==> src/rtl/cpu_pkg.sv <==
// ---------------------------------------------------------------------------
// cpu_pkg
// Shared definitions for the 8-bit CPU: address/instruction widths, the
// opcode set, instruction field positions and small helpers for building
// and taking apart instruction words. Used by the program ROM, the decoder
// and the CPU core so that all of them agree on one encoding.
//
// Instruction word layout (INSTR_W = 16):
//   [15:12] opcode
//   [11:8]  destination register
//   [7:0]   immediate or source field
// ---------------------------------------------------------------------------
package cpu_pkg;

    localparam int ADDR_W  = 8;
    localparam int INSTR_W = 16;
    localparam int OPC_W   = 4;
    localparam int REG_W   = 4;
    localparam int IMM_W   = 8;

    localparam int OPC_MSB = 15;
    localparam int OPC_LSB = 12;
    localparam int RD_MSB  = 11;
    localparam int RD_LSB  = 8;
    localparam int IMM_MSB = 7;
    localparam int IMM_LSB = 0;

    typedef logic [ADDR_W-1:0]  addr_t;
    typedef logic [INSTR_W-1:0] instr_t;
    typedef logic [OPC_W-1:0]   opc_t;
    typedef logic [REG_W-1:0]   reg_t;
    typedef logic [IMM_W-1:0]   imm_t;

    // Opcode constants. Every other opcode value is reserved.
    localparam opc_t OPC_NOP = 4'h0;
    localparam opc_t OPC_LDI = 4'h1;
    localparam opc_t OPC_ADD = 4'h2;
    localparam opc_t OPC_HLT = 4'hF;

    typedef enum logic [OPC_W-1:0] {
        OP_NOP = OPC_NOP,
        OP_LDI = OPC_LDI,
        OP_ADD = OPC_ADD,
        OP_HLT = OPC_HLT
    } opcode_e;

    // Word returned for every unprogrammed address; decodes as NOP.
    localparam instr_t DEFAULT_INSTR = 16'h0000;

    // Assemble an instruction word from its three fields.
    function automatic instr_t make_instr(input opc_t opc, input reg_t rd, input imm_t imm);
        instr_t w;
        w                  = DEFAULT_INSTR;
        w[OPC_MSB:OPC_LSB] = opc;
        w[RD_MSB:RD_LSB]   = rd;
        w[IMM_MSB:IMM_LSB] = imm;
        return w;
    endfunction

    function automatic opc_t instr_opc(input instr_t w);
        return w[OPC_MSB:OPC_LSB];
    endfunction

    function automatic reg_t instr_rd(input instr_t w);
        return w[RD_MSB:RD_LSB];
    endfunction

    function automatic imm_t instr_imm(input instr_t w);
        return w[IMM_MSB:IMM_LSB];
    endfunction

    // True for opcodes outside the defined set.
    function automatic logic opc_reserved(input opc_t opc);
        return !(opc == OPC_NOP || opc == OPC_LDI || opc == OPC_ADD || opc == OPC_HLT);
    endfunction

endpackage

==> src/rtl/program_rom_table.sv <==
// ---------------------------------------------------------------------------
// rom_table
// Purely combinational program image: full 8-bit address decode into a
// 16-bit instruction word. Only 0x00-0x03 hold code; every other address,
// including 0xFF, returns DEFAULT_INSTR (NOP).
//
// Ports:
//   addr_i  in   ADDR_W   instruction address
//   word_o  out  INSTR_W  instruction word at addr_i
// ---------------------------------------------------------------------------
module rom_table
    import cpu_pkg::*;
(
    input  logic [ADDR_W-1:0]  addr_i,
    output logic [INSTR_W-1:0] word_o
);

    always_comb begin
        word_o = DEFAULT_INSTR;
        case (addr_i)
            8'h00:   word_o = make_instr(OPC_LDI, 4'd0, 8'h05);  // LDI r0, 0x05
            8'h01:   word_o = make_instr(OPC_LDI, 4'd1, 8'h03);  // LDI r1, 0x03
            8'h02:   word_o = make_instr(OPC_ADD, 4'd0, 8'h01);  // ADD r0, r1
            8'h03:   word_o = make_instr(OPC_HLT, 4'd0, 8'h00);  // HLT
            default: word_o = DEFAULT_INSTR;
        endcase
    end

endmodule

==> src/rtl/program_rom.sv <==
// ---------------------------------------------------------------------------
// program_rom
// Read-only program store between the program counter and the instruction
// decoder. Provides the fetched word combinationally and a one-cycle
// registered copy for pipelined consumers. No write port.
//
// Ports:
//   clk     in   1        system clock, rising edge
//   rst_n   in   1        asynchronous active-low reset (clears data_q only)
//   addr    in   ADDR_W   instruction address
//   data    out  INSTR_W  combinational instruction word at addr
//   data_q  out  INSTR_W  data registered on the rising edge of clk
// ---------------------------------------------------------------------------
module program_rom
    import cpu_pkg::*;
(
    input  logic               clk,
    input  logic               rst_n,
    input  logic [ADDR_W-1:0]  addr,
    output logic [INSTR_W-1:0] data,
    output logic [INSTR_W-1:0] data_q
);

    logic [INSTR_W-1:0] data_d;

    rom_table u_rom_table (
        .addr_i (addr),
        .word_o (data_d)
    );

    // The combinational path is independent of clk and rst_n.
    assign data = data_d;

    always_ff @(posedge clk or negedge rst_n) begin
        if (!rst_n) begin
            data_q <= '0;
        end else begin
            data_q <= data_d;
        end
    end

endmodule

==> config.mk <==
export PLATFORM = sky130hd
export DESIGN_NAME = program_rom
export DESIGN_NICKNAME = d
export VERILOG_FILES = /design/src/rtl/cpu_pkg.sv /design/src/rtl/program_rom_table.sv /design/src/rtl/program_rom.sv
export SDC_FILE = /design/constraint.sdc
export NUM_CORES = 1
export LEC_CHECK = 0
export BUFFER_PORTS_ARGS = -buffer_cell sky130_fd_sc_hd__buf_4
export CAP_MARGIN = 40
export CORE_MARGIN = 2
export CORE_UTILIZATION = 39
export CTS_CLUSTER_DIAMETER = 120
export CTS_CLUSTER_SIZE = 14
export DETAILED_ROUTE_END_ITERATION = 16
export PLACE_DENSITY_LB_ADDON = 0.15
export SLEW_MARGIN = 5
export SYNTH_ARGS = -nofsm -noshare
export SYNTH_HDL_FRONTEND = slang
export SYNTH_HIERARCHICAL = 1
export SYNTH_SLANG_ARGS = --single-unit
==> constraint.sdc <==
create_clock -name clk -period 1.6 [get_ports clk]
set_input_delay 0.08 -clock clk [delete_from_list [all_inputs] [get_ports clk]]
set_output_delay 0.08 -clock clk [all_outputs]
set_load 0.005 [all_outputs]
==> run_results.csv, run 1 <==
group,metric,value,unit
outcome,status,"finished clean",
placement,portBuffers,33,
die,dieArea,0.00182,sq mm
route,wl_per_cell,11.2,microns
global_routing,grt_pass1_vias,367,
layout,area_growth,45.6,%
synthesis,synth_compound_area_share,0,%
layout,reg_top3,"data_q (16)",
route,final_antenna_net_count,0,
placement,place.gp.congestion,0.621,
sta,finalSetupViolCount,0,
synthesis,yosysWarnings,6,
sta,fmax,734,MHz
setup_path,critical-path-top-delay-family,"simple AND/OR/NAND/NOR gates",
cts,cts_made_buffers,3,
synthesis,synth_fa_ha_area_share,0,%
route,firstDrtPassIters,2,
setup_path,path_cells,"buf_4 > or4_4 > nor4b_4 > buf_4",
cts,cts.sinks,16,
die,die_y,42.7,microns
route,vias_per_cell,4.36,
setup_path,arrival,1.28,ns
die,row_count,13,
global_routing,grt_pass1_wl,1.58,mm
cts,cts_max_path_buffers,2,
setup_path,crit_required,1.52,ns
run,cap_violations,0,
layout,final_layout_size_suffix_gt1_share,56.0,%
layout,fillers,120,
sta,post-route-min-period,1.36,ns
synthesis,synth_top_family_by_area,"buffers and inverters",
setup_path,critPathBufInv,2,
route,drc_errors,0,
hold_path,hp-class,"in2reg",
synthesis,syn-mean-instance-area,14.6,sq um
layout,final_cell_mix,"buf_4 (34), dfrtp_1 (16), conb_1 (8)",
cts,cts-resized-gates,0,
cts,cts_tree,"built",
setup_path,slowest_delay,0.58,ns
pwr,p_per_area,868,mW/mm^2
sta,period_share,85.2,%
global_routing,grt_overflow,0,
die,chipWidth,42.7,microns
cts,root_buffer,"clkbuf_4",
sta,hold_viol_final,0,
synthesis,syn_inst,40,
layout,nets,86,
setup_path,critical_path_class,"in2out",
layout,final_common_cell,"buf_4",
layout,largest_reg_flops,16,
setup_path,crit_top_cell,"buf_4",
pwr,p_leak,0.000460,uW
layout,regMostFlops,"data_q",
setup_path,start_kind,"input pin",
hold_path,whs_path_depth,2,
hold_path,min_to,"data_q[2]",
global_routing,grt_start_max_net_pins,17,
hold_path,worstHoldStart,"addr[1]",
synthesis,synth_mux_area_share,0,%
setup_path,critical_path.max_fanout,6,
cts,path_clk_slew,0.09,ns
pwr,peakVddDrop,573,uV
setup_path,slowest_stage,"or4_4",
global_routing,track_usage,12.4,%
sta,grt_setup_unrepaired,"false",
die,start_util,43.3,%
synthesis,ys_types,14,
synthesis,synth_seq_area_share,68.5,%
placement,post-place-ws,0.220,ns
sta,tns,0,ns
sta,slew_viol_final,0,
die,core,0.00135,sq mm
die,ios,42,
synthesis,synthSimpleGateAreaFrac,14.8,%
route,drt-initial-drc-count,2,
cts,cts_max_level,1,
placement,dpl_cell_area,795,sq um
synthesis,post_synth_xor_area_fraction,0,%
synthesis,synth.cell_area,584,sq um
route,drt_wl_total,1.01,mm
sta,finalWorstSetupSlack,0.237,ns
layout,final_cell_area,851,sq um
synthesis,yosys_register_bits,16,
placement,hpwl,830,microns
layout,antenna_cells,0,
setup_path,crit_path_end_kind,"output port",
route,vias,392,
global_routing,antenna_found_initial,0,
-- layout make-up --
cell class                 count  area (sq um)  area share (%)
clock buffer                   4          36.3            4.26
inverter                       1          3.75           0.441
multi-input combinational     18           116            13.7
sequential                    16           400            47.1
tap                           15          18.8            2.21
timing repair buffer          36           275            32.4
-- metrics by stage --
stage               util, %  cells  total power [uW]  hold slack (ns)
global placement       58.9     84               489          -0.0570
finish                 63.0     90               739           0.0136
CTS                    63.0     90               755         0.000528
detailed placement     58.9     84               491          -0.0530
floorplan                 -     47               460           -0.216
global route           63.0     90               779          0.00177
-- Yosys cell counts --
library cell  number  area share [%]
conb_1             1            0.64
nor4_2             1             2.1
dfrtp_1           16              69
buf_4             10              13
nor3_1             3             2.6
clkbuf_1           1            0.64
or4_4              1             1.9
or2_2              1             1.1
inv_1              1            0.64
nor2b_1            1             1.1
nand2_1            1            0.64
nor3b_1            1             1.3
buf_6              1             1.9
nor4b_4            1             4.1
-- repair_timing --
action                    4_1_cts  5_1_grt
setup buffers                   0        0
hold endpoints to repair       17        0
hold buffers                    2        0
-- where the power goes --
| group | leakage, uW | internal (uW) | switching (uW) |
|---|---|---|---|
| sequential | 0.000205 | 415 | 2.97 |
| combinational | 0.000234 | 36.3 | 32.3 |
| clock | 0.0000210 | 138 | 114 |
| total | 0.000460 | 590 | 149 |
-- logic make-up (layout without fill, tap and decap cells) --
family | after synthesis | count (layout)
AND/OR/NAND/NOR | 10 | 10
flip-flops | 16 | 16
buffers and inverters | 13 | 41
other | 1 | 8
-- layer usage --
layer,track usage [%],up-vias,wire [microns]
li1,-,181,-
met4,11.3,0,14
met1,10.6,181,357
met5,0,-,0
met2,20.0,28,509
met3,6.81,2,126
-- worst max path at each step --
stage	start	to	slack, ns	cells past startpoint
finish	addr[5]	data[1]	0.24	4
CTS	addr[5]	data[1]	0.22	4
global placement	addr[5]	data[8]	0.24	4
floorplan	addr[5]	data[15]	0.30	4
global route	addr[5]	data[1]	0.17	4
detailed placement	addr[5]	data[1]	0.22	4
Power figures use the tool's default switching activity.
==> run 2: changes to the inputs <==
--- a/config.mk
+++ b/config.mk
@@ -5,14 +5,14 @@
 export SDC_FILE = /design/constraint.sdc
 export NUM_CORES = 1
 export LEC_CHECK = 0
-export BUFFER_PORTS_ARGS = -buffer_cell sky130_fd_sc_hd__buf_4
 export CAP_MARGIN = 40
 export CORE_MARGIN = 2
-export CORE_UTILIZATION = 39
-export CTS_CLUSTER_DIAMETER = 120
+export CORE_UTILIZATION = 40
 export CTS_CLUSTER_SIZE = 14
 export DETAILED_ROUTE_END_ITERATION = 16
+export DONT_BUFFER_PORTS = 1
 export PLACE_DENSITY_LB_ADDON = 0.15
+export RECOVER_POWER = 50
 export SLEW_MARGIN = 5
 export SYNTH_ARGS = -nofsm -noshare
 export SYNTH_HDL_FRONTEND = slang
==> run 2 against run 1 <==
Against the previous run:
- non-clock buffer count down 30
- clock-buffer cell count down 1
- maximum frequency down 4.2%
- via count down 27%
- critical path depth down 1
- final cell count down 34%
- worst hold slack better by 0.011 ns
- largest cell class unchanged
- highest routed layer is now met3
==> run_results.csv, run 2 (synthesized netlist as in run 1, its figures left out) <==
group,metric,value,unit
die,dieArea,0.00178,sq mm
sta,hold_viol_final,0,
placement,place.gp.congestion,0.694,
sta,post-route-min-period,1.42,ns
global_routing,grt_overflow,0,
route,wl_met3,103,microns
route,firstDrtPassIters,2,
route,vias,286,
die,core,0.00133,sq mm
setup_path,slowest_stage,"dlygate4sd3_1",
setup_path,crit_required,1.81,ns
layout,area_growth,5.35,%
layout,final_cell_mix,"dfrtp_1 (16), conb_1 (8), dlygate4sd3_1 (5)",
cts,cts-resized-gates,0,
run,cap_violations,0,
cts,cts_max_level,1,
cts,cts.sinks,16,
sta,period_share,88.9,%
route,wl_met1,295,microns
setup_path,arrival,1.63,ns
sta,fmax,703,MHz
sta,relSlewSlack,54.9,%
layout,antenna_cells,0,
cts,cts_max_path_buffers,2,
sta,tightest_slew,0.674,ns
die,chipWidth,42.2,microns
cts,path_clk_slew,0.08,ns
sta,tns,0,ns
layout,final_layout_size_suffix_gt1_share,15.9,%
layout,regMostFlops,"data_q",
sta,hold_slack,0.0247,ns
route,wl_per_cell,14.2,microns
route,drt_wl_total,835,microns
pwr,p_leak,0.000295,uW
setup_path,crit_path_end_kind,"flop",
pwr,p_per_area,1050,mW/mm^2
die,row_count,13,
route,wl_met2,436,microns
placement,portBuffers,0,
placement,hpwl,630,microns
die,die_y,42.2,microns
setup_path,start_kind,"input pin",
sta,slew_viol_final,0,
sta,grt_setup_unrepaired,"false",
global_routing,grt_pass1_wl,1.35,mm
layout,reg_top3,"data_q (16)",
die,start_util,43.8,%
outcome,status,"finished clean",
route,highest_layer,"met3",
route,final_antenna_net_count,0,
setup_path,slowest_delay,0.60,ns
setup_path,critical_path_class,"in2reg",
setup_path,crit_top_cell,"dlygate4sd3_1",
layout,largest_reg_flops,16,
global_routing,grt_start_max_net_pins,17,
layout,fillers,126,
route,drt-initial-drc-count,2,
layout,nets,56,
cts,cts_tree,"built",
cts,cts_made_buffers,3,
setup_path,path_cells,"dlygate4sd3_1 > nor4_2 > dlygate4sd3_1",
route,vias_per_cell,4.85,
hold_path,hp-class,"in2reg",
global_routing,track_usage,10.5,%
global_routing,grt_pass1_vias,275,
cts,root_buffer,"clkbuf_4",
setup_path,critical_path.max_fanout,3,
pwr,peakVddDrop,465,uV
route,drc_errors,0,
die,ios,42,
global_routing,antenna_found_initial,0,
sta,finalSetupViolCount,0,
cts,cts_setup_buffers,0,
layout,final_common_cell,"dfrtp_1",
-- run 2: final timing paths --
kind / endpoint / depth (start not counted) / startpoint / slack, ns
worst max-delay path: data_q[2] / 3 / addr[0] / 0.18
worst min-delay path: data_q[12] / 2 / addr[1] / 0.02
max in group asynchronous: data_q[5] / 1 / rst_n / 0.89
min in group asynchronous: data_q[15] / 1 / rst_n / 0.28
-- run 2: where the power goes --
part | leakage [uW] | total (uW) | switching [uW] | internal (uW)
clock | 0.0000138 | 193 | 106 | 86.9
sequential | 0.000205 | 421 | 5.49 | 415
combinational | 0.0000766 | 35.1 | 23.3 | 11.7
total | 0.000295 | 649 | 135 | 514
-- run 2: worst max-delay path: cells and delay by family --
family        cells  cell delay, ns
buf+inv           2            1.18
simple gates      1            0.37
-- run 2: cell type report --
type,instances,area (sq um),area share [%]
Sequential cell,16,400,65.0
Multi-Input combinational cell,18,116,18.9
Timing Repair Buffer,6,53.8,8.74
Clock buffer,3,22.5,3.66
Tap cell,15,18.8,3.05
Inverter,1,3.75,0.610
-- run 2: repair_timing --
| action | in CTS | in global routing |
|---|---|---|
| endpoints found under the hold margin | 20 | 1 |
| endpoints found under the setup margin | 0 | 0 |
| hold buffers | 4 | 1 |
-- run 2: layer usage --
layer,global-route usage [%],vias up
li1,-,121
met1,10.6,141
met2,17.5,24
met3,5.17,0
met4,5.63,0
met5,0,-
-- run 2: stage by stage --
step	util [%]	area [sq um]	setup WS (ns)	power, uW	std cells
after CTS	45.7	609	0.192	652	58
after detailed placement	41.0	547	0.392	447	51
after global placement	41.0	547	0.391	446	51
after floorplan	-	611	0.300	460	47
after global routing	46.2	616	0.140	685	59
final	46.2	616	0.177	649	59
==> run 3: changes to the inputs <==
==> constraint.sdc (replaced) <==
create_clock -name clk -period 1.6 [get_ports clk]
set_input_delay 0.4 -clock clk [delete_from_list [all_inputs] [get_ports clk]]
set_output_delay 0.4 -clock clk [all_outputs]
set_load 0.005 [all_outputs]
==> run 3 against run 2 <==
Against the previous run:
- flip-flop and latch count is the same
- worst hold slack gained 0.18 ns
- non-clock buffer count grew 2
- setup slack lost 0.36 ns
- maximum frequency shrank 20%
- sequential share of layout area shrank 3.9 points
- highest routed layer unchanged
- clock-buffer cell count grew 1
- critical path depth is the same
- global-route usage shrank 1.0 points
- the flow now finishes with violations (negative setup slack)
- largest cell class unchanged
- via count grew 3.5%
==> run_results.csv, run 3 (synthesized netlist as in run 1, its figures left out) <==
group,metric,value,unit
cts,root_buffer,"clkbuf_4",
sta,post-route-min-period,1.78,ns
setup_path,arrival,1.38,ns
route,vias_per_cell,4.77,
setup_path,slowest_delay,0.58,ns
setup_path,slowest_stage,"or4_4",
setup_path,crit_path_end_kind,"output port",
route,drc_errors,0,
layout,utilization,49.1,%
layout,largest_reg_flops,16,
layout,final_cell_area,654,sq um
placement,place.gp.congestion,0.662,
cts,cts_max_level,1,
route,final_antenna_net_count,0,
global_routing,use_met2,17.2,%
pwr,peakVddDrop,539,uV
global_routing,antenna_found_initial,0,
layout,final_cell_mix,"dfrtp_1 (16), conb_1 (8), buf_4 (7)",
die,chipWidth,42.2,microns
sta,finalWorstSetupSlack,-0.181,ns
sta,period_share,111,%
cts,cts.sinks,16,
setup_path,crit_required,1.20,ns
pwr,p_per_area,1070,mW/mm^2
setup_path,start_kind,"input pin",
layout,area_growth,12.0,%
layout,antenna_cells,0,
sta,tightest_slew,0.664,ns
placement,dpl_cell_area,589,sq um
layout,final_layout_size_suffix_gt1_share,36.2,%
sta,fmax,562,MHz
die,start_util,43.8,%
die,row_count,13,
die,die_y,42.2,microns
layout,regMostFlops,"data_q",
cts,cts_max_path_buffers,2,
layout,nets,58,
placement,hpwl,661,microns
sta,relSlewSlack,55.6,%
global_routing,grt_use_met1,7.95,%
hold_path,hp-class,"in2reg",
route,drt_wl_total,821,microns
setup_path,path_cells,"or4_4 > nor3b_1 > buf_4",
sta,grt_setup_unrepaired,"true",
pwr,p_leak,0.000325,uW
route,firstDrtPassIters,2,
sta,hold_viol_final,0,
global_routing,grt_overflow,0,
die,dieArea,0.00178,sq mm
outcome,violations,"negative setup slack",
sta,finalSetupViolCount,8,
setup_path,critical_path_class,"in2out",
layout,final_common_cell,"dfrtp_1",
run,cap_violations,0,
global_routing,met3_usage,4.74,%
placement,dp_cells,56,
layout,fillers,124,
outcome,status,"complete, but fails checks",
cts,cts_made_buffers,3,
layout,reg_top3,"data_q (16)",
sta,slew_viol_final,0,
global_routing,grt_pass1_wl,1.23,mm
route,drt-initial-drc-count,1,
cts,path_clk_slew,0.08,ns
route,wl_per_cell,13.2,microns
global_routing,grt_start_max_net_pins,17,
setup_path,critical_path.max_fanout,6,
cts,cts_tree,"built",
die,core,0.00133,sq mm
global_routing,grt_pass1_vias,293,
global_routing,track_usage,9.44,%
layout,fin_cells,62,
route,vias,296,
placement,portBuffers,0,
global_routing,grt-busiest-layer,"met2",
die,ios,42,
==> run 3: layout make-up <==
cell class                 count  area [sq um]  share of cell area [%]
tap                           15          18.8                    2.87
multi-input combinational     18           133                    20.3
timing repair buffer           8          62.6                    9.56
sequential                    16           400                    61.2
inverter                       1          3.75                   0.574
clock buffer                   4          36.3                    5.54
==> run 3: power breakdown <==
part / internal [uW] / total (uW) / switching, uW
registers: 415 / 420 / 5.15
clock network: 138 / 247 / 109
logic: 8.63 / 31.4 / 22.8
total: 562 / 699 / 137
==> run 3: worst paths after layout <==
kind                       startpoint   endpoint  slack (ns)  cells after the start
min                           addr[1]  data_q[8]        0.20                      1
max in group asynchronous       rst_n  data_q[0]        0.58                      1
min in group asynchronous       rst_n  data_q[7]        0.60                      1
max                           addr[5]    data[0]       -0.18                      3
==> run 3: per-layer routing <==
metal | vias up | wire (microns) | part of all wire, %
met4 | 0 | 0 | 0
met2 | 31 | 462 | 56
met1 | 141 | 235 | 29
met5 | - | 0 | 0
met3 | 0 | 124 | 15
li1 | 124 | - | -
==> run 3: stage by stage <==
stage | worst slack (ns) | setup TNS, ns | hold slack (ns) | power [uW]
final | -0.181 | -1.18 | 0.204 | 699
after global routing | -0.218 | -1.49 | 0.183 | 733
after CTS | -0.188 | -1.24 | 0.194 | 714
after detailed placement | -0.189 | -1.19 | 0.105 | 448
after global placement | -0.178 | -1.13 | 0.105 | 447
after floorplan | -0.310 | -1.24 | 0.104 | 461
==> run 3: timing repair <==
action | CTS | global route
hold buffers | 1 | 0
pin swaps | 1 | 1
resized for setup | 2 | 0
setup endpoints to repair | 8 | 8
gates cloned | 0 | 0
hold endpoints to repair | 16 | 0
buffers inserted | 1 | 0
==> run 3: worst max-delay path, delay by kind of cell <==
kind / cells / cell delay [ns]
buffers and inverters: 1 / 0.16
and+or+nand+nor: 2 / 0.83
